[config.mk]
export PLATFORM = sky130hd
export DESIGN_NAME = ascon_perm_iterator_flat
export DESIGN_NICKNAME = d
export VERILOG_FILES = /design/src/rtl/ascon_perm_iterator_pkg.sv /design/src/rtl/ascon_perm_iterator_if.sv /design/src/rtl/ascon_perm_iterator_round.sv /design/src/rtl/ascon_perm_iterator.sv /design/src/flat_wrapper.sv
export SDC_FILE = /design/constraint.sdc
export NUM_CORES = 1
export LEC_CHECK = 0
export CAP_MARGIN = 15
export CORE_AREA = 2 2 250 252
export DETAILED_ROUTE_END_ITERATION = 8
export DIE_AREA = 0 0 252 254
export GPL_ROUTABILITY_DRIVEN = 0
export MAX_ROUTING_LAYER = met4
export PLACE_DENSITY_LB_ADDON = 0.12
export SLEW_MARGIN = 20
export SYNTH_ARGS = -nofsm -noshare
export SYNTH_HDL_FRONTEND = slang
export SYNTH_SLANG_ARGS = --single-unit
[constraint.sdc]
create_clock -name clock_i -period 2.98 [get_ports clock_i]
set_input_delay 0.298 -clock clock_i [delete_from_list [all_inputs] [get_ports clock_i]]
set_output_delay 0.298 -clock clock_i [all_outputs]
set_load 0.02 [all_outputs]
[src/rtl/ascon_perm_iterator_pkg.sv]
// Shared types and constants for the Ascon permutation round driver.
// Includes the 320-bit state type, round counts, FSM encoding and a rotate helper.
package ascon_perm_iterator_pkg;

  localparam int ROUNDS_A = 12;
  localparam int ROUNDS_B = 6;

  // Word 0 is x0 of the Ascon state, word 4 is x4.
  typedef logic [4:0][63:0] state_t;

  typedef enum logic [1:0] {IDLE, RUN, DONE} perm_fsm_t;

  function automatic logic [63:0] ror64(input logic [63:0] v, input int unsigned n);
    return (v >> n) | (v << (64 - n));
  endfunction

endpackage

[src/rtl/ascon_perm_iterator_if.sv]
// Start/done handshake bundle between the mode controller (master) and the
// permutation round driver (slave).
interface ascon_perm_iterator_if;
  import ascon_perm_iterator_pkg::*;

  logic       start_i;
  logic [3:0] nb_rounds_i;
  state_t     state_i;
  state_t     state_o;
  logic [3:0] round_o;
  logic       busy_o;
  logic       done_o;

  modport master (
    output start_i, nb_rounds_i, state_i,
    input  state_o, round_o, busy_o, done_o
  );

  modport slave (
    input  start_i, nb_rounds_i, state_i,
    output state_o, round_o, busy_o, done_o
  );

endinterface

[src/rtl/ascon_perm_iterator_round.sv]
// Combinational single Ascon round: constant addition, 5-bit S-box layer and
// linear diffusion layer. round_i is the index within the 12-round schedule.
module ascon_perm_iterator_round
  import ascon_perm_iterator_pkg::*;
(
  input  state_t     state_i,
  input  logic [3:0] round_i,
  output state_t     state_o
);

  logic [63:0] x0, x1, x2, x3, x4;
  logic [63:0] t0, t1, t2, t3, t4;

  always_comb begin
    x0 = state_i[0];
    x1 = state_i[1];
    x2 = state_i[2];
    x3 = state_i[3];
    x4 = state_i[4];

    // Round constant ((15 - i) << 4) | i, which for a 4-bit i is {~i, i}.
    x2 = x2 ^ {56'h0, ~round_i, round_i};

    x0 = x0 ^ x4;
    x4 = x4 ^ x3;
    x2 = x2 ^ x1;
    t0 = ~x0 & x1;
    t1 = ~x1 & x2;
    t2 = ~x2 & x3;
    t3 = ~x3 & x4;
    t4 = ~x4 & x0;
    x0 = x0 ^ t1;
    x1 = x1 ^ t2;
    x2 = x2 ^ t3;
    x3 = x3 ^ t4;
    x4 = x4 ^ t0;
    x1 = x1 ^ x0;
    x0 = x0 ^ x4;
    x3 = x3 ^ x2;
    x2 = ~x2;

    state_o[0] = x0 ^ ror64(x0, 19) ^ ror64(x0, 28);
    state_o[1] = x1 ^ ror64(x1, 61) ^ ror64(x1, 39);
    state_o[2] = x2 ^ ror64(x2, 1)  ^ ror64(x2, 6);
    state_o[3] = x3 ^ ror64(x3, 10) ^ ror64(x3, 17);
    state_o[4] = x4 ^ ror64(x4, 7)  ^ ror64(x4, 41);
  end

endmodule

[src/rtl/ascon_perm_iterator.sv]
// Sequential round driver applying p^a / p^b to a registered Ascon state.
// Define ASCON_UNROLL2_EN to chain two round instances and retire two rounds per cycle.
module ascon_perm_iterator
  import ascon_perm_iterator_pkg::*;
#(
  parameter int MAX_ROUNDS = ROUNDS_A
) (
  input  logic                   clock_i,
  input  logic                   resetb_i,
  ascon_perm_iterator_if.slave   bus
);

  localparam logic [3:0] LAST_CNT = 4'(MAX_ROUNDS);

  perm_fsm_t  fsm_q, fsm_d;
  logic [3:0] cnt_q, cnt_d;
  state_t     state_q, state_d;

  logic [3:0] n_clamped;
  state_t     round0_out;
  state_t     run_state;
  logic [3:0] run_cnt;

  assign n_clamped = (bus.nb_rounds_i > LAST_CNT) ? LAST_CNT : bus.nb_rounds_i;

  ascon_perm_iterator_round u_round0 (
    .state_i (state_q),
    .round_i (cnt_q),
    .state_o (round0_out)
  );

`ifdef ASCON_UNROLL2_EN
  state_t round1_out;

  ascon_perm_iterator_round u_round1 (
    .state_i (round0_out),
    .round_i (cnt_q + 4'd1),
    .state_o (round1_out)
  );

  // With a single round left the second instance's output is discarded.
  always_comb begin
    run_state = round1_out;
    run_cnt   = cnt_q + 4'd2;
    if (cnt_q == LAST_CNT - 4'd1) begin
      run_state = round0_out;
      run_cnt   = cnt_q + 4'd1;
    end
  end
`else
  always_comb begin
    run_state = round0_out;
    run_cnt   = cnt_q + 4'd1;
  end
`endif

  always_comb begin
    fsm_d   = fsm_q;
    cnt_d   = cnt_q;
    state_d = state_q;
    case (fsm_q)
      IDLE: begin
        if (bus.start_i) begin
          state_d = bus.state_i;
          cnt_d   = LAST_CNT - n_clamped;
          fsm_d   = (n_clamped == 4'd0) ? DONE : RUN;
        end
      end
      RUN: begin
        state_d = run_state;
        cnt_d   = run_cnt;
        if (run_cnt >= LAST_CNT) fsm_d = DONE;
      end
      DONE:    fsm_d = IDLE;
      default: fsm_d = IDLE;
    endcase
  end

  always_ff @(posedge clock_i or negedge resetb_i) begin
    if (!resetb_i) begin
      fsm_q   <= IDLE;
      cnt_q   <= 4'd0;
      state_q <= '0;
    end else begin
      fsm_q   <= fsm_d;
      cnt_q   <= cnt_d;
      state_q <= state_d;
    end
  end

  assign bus.state_o = state_q;
  assign bus.round_o = cnt_q;
  assign bus.busy_o  = (fsm_q == RUN);
  assign bus.done_o  = (fsm_q == DONE);

endmodule

[src/flat_wrapper.sv]
// flat-port wrapper written by rule: the top's interface ports become plain ports
module ascon_perm_iterator_flat import ascon_perm_iterator_pkg::*;
#(
  parameter int MAX_ROUNDS = ROUNDS_A
)
  (clock_i, resetb_i, bus_start_i, bus_nb_rounds_i, bus_state_i, bus_state_o, bus_round_o, bus_busy_o, bus_done_o);
  ascon_perm_iterator_if bus_i ();
  input  logic clock_i;
  input  logic resetb_i;
  input wire logic [$bits(bus_i.start_i)-1:0] bus_start_i;
  input wire logic [$bits(bus_i.nb_rounds_i)-1:0] bus_nb_rounds_i;
  input wire logic [$bits(bus_i.state_i)-1:0] bus_state_i;
  output wire logic [$bits(bus_i.state_o)-1:0] bus_state_o;
  output wire logic [$bits(bus_i.round_o)-1:0] bus_round_o;
  output wire logic [$bits(bus_i.busy_o)-1:0] bus_busy_o;
  output wire logic [$bits(bus_i.done_o)-1:0] bus_done_o;
  assign bus_i.start_i = bus_start_i;
  assign bus_i.nb_rounds_i = bus_nb_rounds_i;
  assign bus_i.state_i = bus_state_i;
  assign bus_state_o = bus_i.state_o;
  assign bus_round_o = bus_i.round_o;
  assign bus_busy_o = bus_i.busy_o;
  assign bus_done_o = bus_i.done_o;
  ascon_perm_iterator #(.MAX_ROUNDS(MAX_ROUNDS)) u_core (.clock_i(clock_i), .resetb_i(resetb_i), .bus(bus_i));
endmodule
# ---- Word level (Yosys, flattened, before mapping)
# Index checks and enable logic that the tools add are counted.
dict set report op_classes {
  n_addsub 2
  order_cmp 2
  reduce_logical 5
  mux 9
  eq_ne 4
  n_bitwise 44
}
# cell n
set ops {}
lappend ops {{64-bit XOR} 21}
lappend ops {{320-bit case mux with 2 select lines} 1}
lappend ops {{64-bit inverter} 6}
lappend ops {{64-bit bitwise AND} 5}
lappend ops {{320-bit two-way mux} 1}
lappend ops {{23-bit by 64-bit bitwise OR with 64-bit output} 1}
lappend ops {{25-bit by 64-bit bitwise OR with 64-bit output} 1}
lappend ops {{3-bit by 64-bit bitwise OR with 64-bit output} 1}
lappend ops {{36-bit by 64-bit bitwise OR with 64-bit output} 1}
lappend ops {{45-bit by 64-bit bitwise OR with 64-bit output} 1}
lappend ops {{47-bit by 64-bit bitwise OR with 64-bit output} 1}
lappend ops {{54-bit by 64-bit bitwise OR with 64-bit output} 1}
lappend ops {{57-bit by 64-bit bitwise OR with 64-bit output} 1}
lappend ops {{58-bit by 64-bit bitwise OR with 64-bit output} 1}
lappend ops {{63-bit by 64-bit bitwise OR with 64-bit output} 1}
lappend ops {{64-bit by 8-bit XOR with 64-bit output} 1}
lappend ops {{4-bit two-way mux} 2}
lappend ops {{4-bit case mux with 2 select lines} 1}
lappend ops {{2-bit two-way mux} 3}
lappend ops {{4-bit by 1-bit adder with 4-bit output (second input constant)} 1}
lappend ops {{4-bit greater-or-equal comparator (second input constant)} 1}
lappend ops {{4-bit > comparator (second input constant)} 1}
lappend ops {{4-bit zero test} 1}
lappend ops {{4-bit inverter} 1}
lappend ops {{other kinds (9)} 10}
dict set report totals {
  inputBits 327
  out_inout_bits 326
  ff_bits 326
}

# ---- Depth between registers and ports, before layout
# Gate-level depths: netlist (run 1).
dict set report depth {
  depth_word 11
  depth_mapped 10
  ltp_nobuf 7
}

# ---- Cells and area by module
# From an unflattened synthesis (run 1), not the netlist that was laid out.
dict set report unflattened {
  hier_cells 3333
  area_unflattened_um2 30814.6
}
# mod instances seq_area_each_um2 area_each_um2 cells_per_inst
set modules_own_cells {}
lappend modules_own_cells {ascon_perm_iterator_round 1 0.0 15907.8 1597}
lappend modules_own_cells {ascon_perm_iterator 1 8157.8 14906.8 1736}

# ---- Worst setup path after synthesis (run 1)
# Ideal clock, no wire load.
dict set report synth_path {
  kind {register to register}
  start {register u_core.state_q, in the netlist u_core.bus.state_o[99]}
  end {register u_core.state_q, in the netlist u_core.bus.state_o[210]}
  path_stages_with_launch 7
  required_ps 2854
  slack_ps 660
  t_arrival_ps 2194
  synth_period_minus_slack_ps 2320
  setup_ps 126
  path_cell_list {dfrtp_1 > inv_1 > ha_1 > xnor2_1 > xnor2_2 > xnor3_1 > a221o_1}
}
dict set report synth_via {
  elab_chain_len 6
}
# element line_no
set synth_rtl {}
lappend synth_rtl {{start: declaration} ascon_perm_iterator.sv:17} ;# state_t state_q, state_d;
lappend synth_rtl {{start signal: assignment} ascon_perm_iterator.sv:87} ;# state_q <= state_d;
lappend synth_rtl {{64-bit XOR} ascon_perm_iterator_round.sv:26} ;# x2 = x2 ^ x1;
lappend synth_rtl {{64-bit XOR} ascon_perm_iterator_round.sv:34} ;# x2 = x2 ^ t3;
lappend synth_rtl {{64-bit XOR} ascon_perm_iterator_round.sv:39} ;# x3 = x3 ^ x2;
lappend synth_rtl {{47-bit by 64-bit bitwise OR with 64-bit output} ascon_perm_iterator_pkg.sv:14} ;# return (v >> n) | (v << (64 - n));
lappend synth_rtl {{64-bit XOR} ascon_perm_iterator_round.sv:45} ;# state_o[3] = x3 ^ ror64(x3, 10) ^ ror64(x3, 17);
lappend synth_rtl {{320-bit case mux with 2 select lines} ascon_perm_iterator.sv:61} ;# case (fsm_q)
# Every way passes these cells.
# A chain may end at the register's enable or synchronous reset.

# ---- Worst setup path in the final report (run 1)
dict set report layout_path {
  start {register u_core.state_q, in the netlist u_core.bus.state_o[79]}
  end {register u_core.state_q, in the netlist u_core.bus.state_o[197]}
}
dict set report layout_via {
  elab_chain_len 7
}
# element line_no
set layout_rtl {}
lappend layout_rtl {{64-bit XOR} ascon_perm_iterator_round.sv:26}
lappend layout_rtl {{64-bit XOR} ascon_perm_iterator_round.sv:34}
lappend layout_rtl {{64-bit XOR} ascon_perm_iterator_round.sv:39}
lappend layout_rtl {{54-bit by 64-bit bitwise OR with 64-bit output} ascon_perm_iterator_pkg.sv:14}
lappend layout_rtl {{64-bit XOR (2 in series)} ascon_perm_iterator_round.sv:45}
lappend layout_rtl {{320-bit case mux with 2 select lines} ascon_perm_iterator.sv:61}
# Every way passes these cells.

==> results.sh, run 1 <==
export IMPL_status="complete, but fails checks"
export IMPL_failing_checks="negative setup slack"
export IMPL_cp_required_ns=3.51
export IMPL_grt_antenna_before_repair=7
export IMPL_clk_insertion_delay_late_ns=0.62
export IMPL_worst_path_buf_inv=2
export IMPL_critPathArrivalTime_ns=3.55
export IMPL_synth_edff_count=0
export IMPL_core_rowCount=91
export IMPL_yosys_warnings=0
export IMPL_worst_hold_path_num_cells=3
export IMPL_groute_usage_overall_pct=49.33
export IMPL_dr_vias_cell=6.378
export IMPL_worst_r2r_path_depth=7
export IMPL_cts_tree="done"
export IMPL_critical_path_top_delay_family="XOR/XNOR gates"
export IMPL_yosys_register_bits=326
export IMPL_yosys_most_used_dff="dfrtp_1"
export IMPL_synth_nets=3413
export IMPL_average_cell_area_after_synthesis_sq_um=10.31
export IMPL_area_growth_syn_to_layout_pct=33.05
export IMPL_drt_drc_violations_left=0
export IMPL_timing_critical_path_slowest_stage_cell="xnor2_1"
export IMPL_clock_fmax_mhz=331.4
export IMPL_worstHoldEndpoint="u_core.bus.state_o[136]"
export IMPL_numCtsBuffers=41
export IMPL_number_of_distinct_library_cells_after_synthesis=43
export IMPL_wire_length_of_the_first_global_routing_pass_mm=213.4
export IMPL_critical_path_reg2reg_endpoint="u_core.bus.state_o[197]"
export IMPL_timing_final_crit_share_pct=101.3
export IMPL_worstHoldStart="bus_state_i[136]"
export IMPL_ios=653
export IMPL_period_minus_slack_ns=3.017
export IMPL_class_of_the_tightest_hold_or_removal_check="in2reg"
export IMPL_regToRegStartpoint="u_core.bus.state_o[79]"
export IMPL_crit_path_start_kind="flop"
export IMPL_cpPeakStageDelay_ns=0.96
export IMPL_final_hold_viol_count=0
export IMPL_drt_first_pass_iters=7
export IMPL_timing_worst_slew_pin_value_ns=1.235
export IMPL_post_route_worst_setup_slack_ns=-0.03732
export IMPL_grt_start_max_net_pins=88
export IMPL_reg2reg_setup_slack_ns=-0.04
export IMPL_initial_utilization_pct=49.73
export IMPL_area_of_the_core_region_sq_um=61260
export IMPL_cap_violations=0
export IMPL_max_clock_skew_ns=0.04271
export IMPL_die_w_microns=252
export IMPL_grt_setup_unrepaired="false"
export IMPL_ctsLongestPathBuffers=3
export IMPL_critPathCaptureType="flop"
export IMPL_count_of_h_tree_levels_built_during_cts=2
export IMPL_detail_route_antenna_nets=0
export IMPL_setup_tns_final_ns=-0.1002
export IMPL_slew_headroom_pct=17.07
export IMPL_path_class="reg2reg"
export IMPL_first_global_vias=28514
export IMPL_yosysSeqAreaShare_pct=26.78
export IMPL_wire_per_inst_microns=34.20
export IMPL_number_of_nets_at_the_end_of_the_flow=4173
export IMPL_fp_dieArea_sq_um=64010
export IMPL_count_of_clock_tree_sinks=326
export IMPL_dieHeight_microns=254
export IMPL_clkSlewWorstSetupHoldPaths_ns=0.06
export IMPL_dp_hpwl_mm=124.7
export IMPL_critical_path_peak_fanout=4
export IMPL_num_fill_cells=4873
export IMPL_drtIter0Drc=4286
export IMPL_synthesis_instances=2956
export IMPL_synthArstFlopShare_pct=100.0
export IMPL_crit_chain="inv_1, ha_1, xor2_1, buf_4, xnor2_1, xnor3_1, a21oi_1"
export IMPL_grt_overflow_total=0
export IMPL_root_buffer="clkbuf_16"
export IMPL_finalMaxSlewViolations=0
export IMPL_numPortBuffers=652
export IMPL_ratio_of_cells_with_drive_above_1_in_the_final_layout_pct=11.00
export IMPL_via_count=28986
export IMPL_syn_area_sq_um=30460
export IMPL_setup_viol=3
export IMPL_totalWireLength_mm=155.4
logic make-up (layout without fill, tap and decap cells):
group	count (synthesis)	in the layout	share of synthesized area, %
simple gates	544	544	7.845
buf+inv	330	1120	4.157
xor+xnor	907	907	40.45
compound gates	622	622	12.15
other cells	0	9	0
fa+ha+maj	188	188	7.332
flops	326	326	26.78
mux	39	39	1.282
cells in the final DEF (no fill, tap or decap), types with 73 or more instances in the layout:
cell and instances:
o21ai_0 73, clkdlybuf4s50_1 651, inv_1 184, and3_1 114
ha_1 130, xnor2_1 376, xnor2_2 111, dfrtp_1 326
a21oi_1 165, buf_4 191, nand2_1 289, nor2_1 101
o21ai_1 166, xor2_1 160, xnor3_1 253
metal layers:
layer,up-vias,global-route usage [%],wire length [microns]
met1,13991,55.78,52250
met2,2524,70.74,65420
met3,783,19.86,22980
li1,11688,-,-
met4,0,35.71,14770
met5,-,-,0
what timing repair did:
| action | in CTS | in global routing |
|---|---|---|
| endpoints found under the setup margin | 1 | 3 |
| hold buffers | 1 | 0 |
| resized for setup | 1 | 2 |
| pin swaps | 0 | 0 |
| setup buffers | 0 | 0 |
| hold endpoints to repair | 75 | 0 |
cells in the mapped netlist, types with 101 or more instances:
| cell type | instances | area share [%] |
|---|---|---|
| inv_1 | 185 | 2.3 |
| xnor2_2 | 108 | 5.8 |
| nor2_1 | 103 | 1.3 |
| xnor3_1 | 253 | 19 |
| nand2_1 | 291 | 3.6 |
| ha_1 | 130 | 5.3 |
| o21ai_1 | 167 | 2.7 |
| xnor2_1 | 379 | 11 |
| and3_1 | 114 | 2.3 |
| a21oi_1 | 165 | 2.7 |
| clkbuf_1 | 101 | 1.2 |
| dfrtp_1 | 326 | 27 |
| xor2_1 | 160 | 4.6 |
area by class of cell:
cell class                      instances  area (sq um)  area share, %
Timing Repair Buffer                  856          8215          20.27
Tap cell                              790         988.4          2.439
Clock buffer                           65          1229          3.032
Multi-Input combinational cell       2300         21100          52.07
Sequential cell                       326          8158          20.13
Inverter                              191         719.4          1.775
Antenna cell                            9         22.52        0.05557
Clock inverter                          8         93.84         0.2315
how the worst max path moves through the flow:
stage                                start  slack, ns                      end  cells past startpoint
floorplan           u_core.bus.state_o[99]       0.66  u_core.bus.state_o[210]                      6
CTS                 u_core.bus.state_o[82]       0.06  u_core.bus.state_o[210]                      6
global placement    u_core.bus.state_o[97]       0.06  u_core.bus.state_o[215]                      6
detailed placement  u_core.bus.state_o[97]      0.009  u_core.bus.state_o[215]                      6
global route         u_core.bus.round_o[3]       0.03  u_core.bus.state_o[249]                      6
finish              u_core.bus.state_o[79]      -0.04  u_core.bus.state_o[197]                      7
metrics by stage:
stage          hold WS (ns)  cell area (sq um)  setup WS, ns  utilization, %  instances
2_1_floorplan      0.002409              30460        0.6600               -       2956
3_3_place_gp         0.3759              39150       0.05826           63.92       4462
3_5_place_dp         0.3723              39150      0.009448           63.92       4462
4_1_cts              0.2670              40490       0.05807           66.10       4536
5_1_grt              0.2875              40530       0.02800           66.16       4543
6_report             0.2610              40530      -0.03732           66.16       4545
flip-flops by register name (all words and copies together), names as in the netlist:
name                count
u_core.fsm_q            2
u_core.bus.state_o    320
u_core.bus.round_o      4
worst min-delay path, stage by stage:
cell and delay [ns]:
clkdlybuf4s50_1 0.40, nand2_1 0.06, a31oi_1 0.07
Power of run 1 is not shown: default switching activity piles up to over one toggle a cycle in this logic, so the estimate is an artifact.
==> run 2: changes to the inputs <==
--- a/config.mk
+++ b/config.mk
@@ -5,7 +5,7 @@
 export SDC_FILE = /design/constraint.sdc
 export NUM_CORES = 1
 export LEC_CHECK = 0
-export CAP_MARGIN = 15
+export CAP_MARGIN = 5
 export CORE_AREA = 2 2 250 252
 export DETAILED_ROUTE_END_ITERATION = 8
 export DIE_AREA = 0 0 252 254
==> results of run 2 <==
No change in the layout: final DEF, timing and power equal those of run 1.
Power of run 2 is left out for the same reason.
